`src/rtl/me_pkg.sv`:
```
// Shared types and constants for the motion estimator control path.
package me_pkg;

    typedef enum logic [2:0] {
        IDLE,
        START,
        RUN,
        PRESENT,
        DONE
    } me_seq_state_t;

    localparam int unsigned ME_DEFAULT_CYCLES = 4112;
    localparam int unsigned BLK_IDX_W         = 4;
    localparam int unsigned MV_W              = 4;

endpackage

```
`src/rtl/me_blk_walker.sv`:
```
// Raster-order macroblock index counter: clear to (0,0), advance one block per request.
module me_blk_walker
    import me_pkg::*;
#(
    parameter int unsigned BLOCKS_X = 4,
    parameter int unsigned BLOCKS_Y = 4
) (
    input  logic                 clock,
    input  logic                 reset,
    input  logic                 clear,
    input  logic                 advance,
    output logic [BLK_IDX_W-1:0] blk_x,
    output logic [BLK_IDX_W-1:0] blk_y,
    output logic                 last
);

    localparam logic [BLK_IDX_W-1:0] XMax = BLK_IDX_W'(BLOCKS_X - 1);
    localparam logic [BLK_IDX_W-1:0] YMax = BLK_IDX_W'(BLOCKS_Y - 1);

    logic [BLK_IDX_W-1:0] blk_x_q;
    logic [BLK_IDX_W-1:0] blk_y_q;

    always_ff @(posedge clock) begin
        if (reset || clear) begin
            blk_x_q <= '0;
            blk_y_q <= '0;
        end else if (advance) begin
            if (blk_x_q == XMax) begin
                blk_x_q <= '0;
                // Advancing past the last block wraps the whole frame.
                blk_y_q <= (blk_y_q == YMax) ? '0 : blk_y_q + 1'b1;
            end else begin
                blk_x_q <= blk_x_q + 1'b1;
            end
        end
    end

    assign blk_x = blk_x_q;
    assign blk_y = blk_y_q;
    assign last  = (blk_x_q == XMax) && (blk_y_q == YMax);

endmodule

```
`src/rtl/me_frame_sequencer.sv`:
```
// Frame scheduler: walks macroblocks in raster order, starts the core, waits its latency
// and presents each captured motion vector on a valid/ready port.
module me_frame_sequencer
    import me_pkg::*;
#(
    parameter int unsigned BLOCKS_X  = 4,
    parameter int unsigned BLOCKS_Y  = 4,
    parameter int unsigned ME_CYCLES = ME_DEFAULT_CYCLES,
    parameter int unsigned CNT_W     = 13
) (
    input  logic                 clock,
    input  logic                 reset,
    input  logic                 frame_start,
    output logic                 busy,
    output logic                 me_start,
    output logic [BLK_IDX_W-1:0] blk_x,
    output logic [BLK_IDX_W-1:0] blk_y,
    input  logic [MV_W-1:0]      motionx,
    input  logic [MV_W-1:0]      motiony,
    output logic                 mv_valid,
    input  logic                 mv_ready,
    output logic [MV_W-1:0]      mv_x,
    output logic [MV_W-1:0]      mv_y,
    output logic [BLK_IDX_W-1:0] mv_bx,
    output logic [BLK_IDX_W-1:0] mv_by,
    output logic                 frame_done
);

    localparam logic [CNT_W-1:0] CntLast = CNT_W'(ME_CYCLES - 1);

    me_seq_state_t        state_q, state_d;
    logic [CNT_W-1:0]     cnt_q, cnt_d;
    logic [MV_W-1:0]      mv_x_q, mv_y_q;
    logic [BLK_IDX_W-1:0] mv_bx_q, mv_by_q;
    logic                 capture;
    logic                 clear;
    logic                 advance;
    logic                 last;

    me_blk_walker #(
        .BLOCKS_X (BLOCKS_X),
        .BLOCKS_Y (BLOCKS_Y)
    ) u_walker (
        .clock   (clock),
        .reset   (reset),
        .clear   (clear),
        .advance (advance),
        .blk_x   (blk_x),
        .blk_y   (blk_y),
        .last    (last)
    );

    always_comb begin
        state_d = state_q;
        cnt_d   = cnt_q;
        capture = 1'b0;
        clear   = 1'b0;
        advance = 1'b0;
        case (state_q)
            IDLE: begin
                if (frame_start) begin
                    clear   = 1'b1;
                    state_d = START;
                end
            end
            START: begin
                cnt_d   = '0;
                state_d = RUN;
            end
            RUN: begin
                cnt_d = cnt_q + 1'b1;
                if (cnt_q == CntLast) begin
                    capture = 1'b1;
                    state_d = PRESENT;
                end
            end
            PRESENT: begin
                if (mv_ready) begin
                    if (last) begin
                        state_d = DONE;
                    end else begin
                        advance = 1'b1;
                        state_d = START;
                    end
                end
            end
            DONE:    state_d = IDLE;
            default: state_d = IDLE;
        endcase
    end

    always_ff @(posedge clock) begin
        if (reset) begin
            state_q <= IDLE;
            cnt_q   <= '0;
            mv_x_q  <= '0;
            mv_y_q  <= '0;
            mv_bx_q <= '0;
            mv_by_q <= '0;
        end else begin
            state_q <= state_d;
            cnt_q   <= cnt_d;
            if (capture) begin
                mv_x_q  <= motionx;
                mv_y_q  <= motiony;
                mv_bx_q <= blk_x;
                mv_by_q <= blk_y;
            end
        end
    end

    assign busy       = (state_q != IDLE);
    assign me_start   = (state_q == START);
    assign mv_valid   = (state_q == PRESENT);
    assign frame_done = (state_q == DONE);
    assign mv_x       = mv_x_q;
    assign mv_y       = mv_y_q;
    assign mv_bx      = mv_bx_q;
    assign mv_by      = mv_by_q;

endmodule

```
`config.mk`:
```
export PLATFORM = sky130hd
export DESIGN_NAME = me_frame_sequencer
export DESIGN_NICKNAME = d
export VERILOG_FILES = /design/src/rtl/me_pkg.sv /design/src/rtl/me_blk_walker.sv /design/src/rtl/me_frame_sequencer.sv
export SDC_FILE = /design/constraint.sdc
export NUM_CORES = 1
export LEC_CHECK = 0
export CAP_MARGIN = 0
export CORE_MARGIN = 2
export CORE_UTILIZATION = 30
export CTS_BUF_LIST = sky130_fd_sc_hd__clkbuf_4
export DETAILED_ROUTE_END_ITERATION = 12
export DONT_BUFFER_PORTS = 1
export HOLD_SLACK_MARGIN = 0.03
export SYNTH_ARGS = -nofsm -noshare
export SYNTH_HDL_FRONTEND = slang
export SYNTH_SLANG_ARGS = --single-unit
```
`constraint.sdc`:
```
create_clock -name clock -period 2.43 [get_ports clock]
set_input_delay 0.243 -clock clock [delete_from_list [all_inputs] [get_ports clock]]
set_output_delay 0.243 -clock clock [all_outputs]
set_load 0.005 [all_outputs]
```
==> results.txt <==
Largest area contributor in the netlist = dfxtp_1
Flops & latches, synth = 40
H-Tree Level Count = 2
Power Density = 631 nW/um^2
Synth area leaders = dfxtp_1 43%, a21oi_1 7.0%, nand3_1 6.4%, o21ai_0 5.6%, nor2_1 4.0%
Pre-antenna DRT Iters = 4
Top-count cell post-synth = dfxtp_1
WL final = 4590 um
Num CTS Buffers = 5
Gpl congestion = 0.759
Most used DFF post-synth = dfxtp_1
Final Power = 1.33 mW
Hold Path Origin = reset
Dpl hpwl = 3100 um
Global-route wire length before repair = 7470 um
Top cell type's share of synthesized area = 42.9%
Setup crit end kind = register
DR WL/cell = 15.1 um
Setup bufs post-CTS = 0
MaxCap Viol Count = 0
Cells after DPL = 287
CP Class = register to register
Hold crit path type = primary input to register
RR Startpoint = state_q[1]
Die Span Y = 82.9 um
Die Wd = 82.9 um
RSZ-0062 raised after global routing = no
Final Slew Violations = 0
Final min period = 2.00 ns
CTS max path bufs = 2
Crit path arrival time = 2.21 ns
CP Launch Type = register
Max Clk Rate = 501 MHz
Drc violations = 0
TritonCTS clock tree = done
Tot GR Track Use = 13.3%
Core area = 5960 sq um
Root buffer cell = clkbuf_4
Peak VDD IR = 0.300 mV
Fin nets = 244
Critical path required time = 2.65 ns
CTS sink count = 40
Cells after Synth = 223
# fillers = 620
Worst Path Max Fanout = 11
Antenna violations before repair = 0
Port Buffers = 0
Leak = 0.686 nW
Footprint of the multi-input gates = 965 sq um
Max_slew headroom = 26.0%
Setup TNS = 0 ns
Synthesis warning total = 0
Largest net degree at the start of global routing = 29
Clock Latency Late Sink = 0.35 ns
P&R area growth vs syn = 13.1%
CP Launch Point = state_q[1]
Fin cells = 304
Post-layout util = 35.5%
Outcome = finished clean
Post-synthesis area per instance = 8.38 sq um
Netlist cell types = 45
N_diodes = 0
DR vias = 1,670
Register Area = 801 sq um
I/O Pins = 40
Most frequent cells after synthesis = 40 x dfxtp_1, 26 x a21oi_1, 24 x nand3_1
Number of flops mapped to enable cells by yosys = 0
Die footprint = 6870 sq um
Initial DRC Count = 113
Count of final setup violators = 0
Hold_ws = 0.0473 ns
Final Hold Fails = 0
Post-synthesis sequential area ratio = 42.9%
Vias in the first global route = 1,477
Mapped Area = 1870 sq um
Gr ovfl total = 0
Clock transition at path regs = 0.12 ns
Layout cells sized above 1 = 7.86%
Antenna viol nets, final = 0
Final Cycle Share = 82.2%
Initial core utilization = 31.4%
Vias per inst = 5.49
Asr flop ratio synth = 0%
Post-synthesis net count = 238
Worst-margin pin slew = 1.11 ns
Final setup skew = 0.00636 ns
Rows = 28
[power by group]
group          internal, mW  switching [mW]  total [mW]
Clock                 0.315           0.227       0.542
Sequential            0.664          0.0178       0.682
Combinational        0.0421          0.0682       0.110
Total                  1.02           0.313        1.33
[timing repair]
item                      CTS  global route
gates resized for setup     0             0
hold endpoints to repair   29             0
hold buffers               10             0
[sequential cells by signal (all words and copies together), names as in the netlist]
name and flops:
cnt_q 13, mv_bx 4, mv_by 4, mv_x 4
mv_y 4, state_q 3, u_walker.blk_x 4, u_walker.blk_y 4
[kinds of logic (layout without fill, tap and decap cells)]
group | Yosys count | after routing | share of synthesized area [%]
muxes | 5 | 5 | 2.81
AOI/OAI and AO/OA | 63 | 63 | 19.7
DFF | 40 | 40 | 42.9
adders and majority gates | 3 | 3 | 2.01
and+or+nand+nor | 88 | 88 | 25.7
buffers and inverters | 21 | 27 | 5.49
xor gates and xnor gates | 3 | 3 | 1.41
[stage by stage]
stage	setup slack, ns	area (sq um)
final	0.433	2110
after global routing	0.329	2110
after CTS	0.457	2110
after detailed placement	0.503	1920
after global placement	0.526	1920
after floorplan	0.563	1870
[final timing paths]
check	endpoint	slack, ns	cells after the start
max	cnt_q[11]	0.43	4
min	state_q[1]	0.05	3
max reg2reg	cnt_q[11]	0.43	4
min reg2reg	mv_y[1]	0.50	2
[routing by layer]
| layer | share of wire (%) | vias to the layer above | global-route usage [%] |
|---|---|---|---|
| met3 | 8.4 | 5 | 5.27 |
| met2 | 47 | 56 | 21.6 |
| met5 | 0 | - | 0 |
| met1 | 43 | 784 | 16.0 |
| met4 | 1.5 | 0 | 4.77 |
| li1 | - | 825 | - |
[cells in the final DEF, fill, tap and decap left out, types with 2 or more instances in the layout]
cell,synthesis,layout
mux2i_1,3,3
a21oi_1,26,26
clkbuf_4,0,5
dlygate4sd3_1,0,10
and3_1,2,2
mux2_2,2,2
a21o_1,2,2
o31a_1,2,2
nand4_1,8,8
nand4b_1,3,3
nand3_1,24,24
o21ai_0,21,21
nor2_1,20,20
nor3b_1,6,6
nand2_1,9,9
inv_1,5,5
or3b_1,2,2
dfxtp_1,40,40
a211oi_1,3,3
xor2_1,2,2
nor3_1,3,3
bufinv_16,0,2
buf_4,1,5
ha_1,3,3
a311oi_1,2,2
[critical path, stage by stage (launching register included)]
cell,delay [ns]
dfxtp_1,0.51
or3b_1,0.55
or4_4,0.60
nand4b_1,0.13
o31ai_2,0.07
[area by class of cell]
class | instances | area share, %
inverter | 5 | 0.888
clock inverter | 2 | 2.84
timing repair buffer | 15 | 6.51
clock buffer | 5 | 1.78
tap | 75 | 4.44
multi-input combinational | 162 | 45.6
sequential | 40 | 37.9
Power figures use the tool's default switching activity.
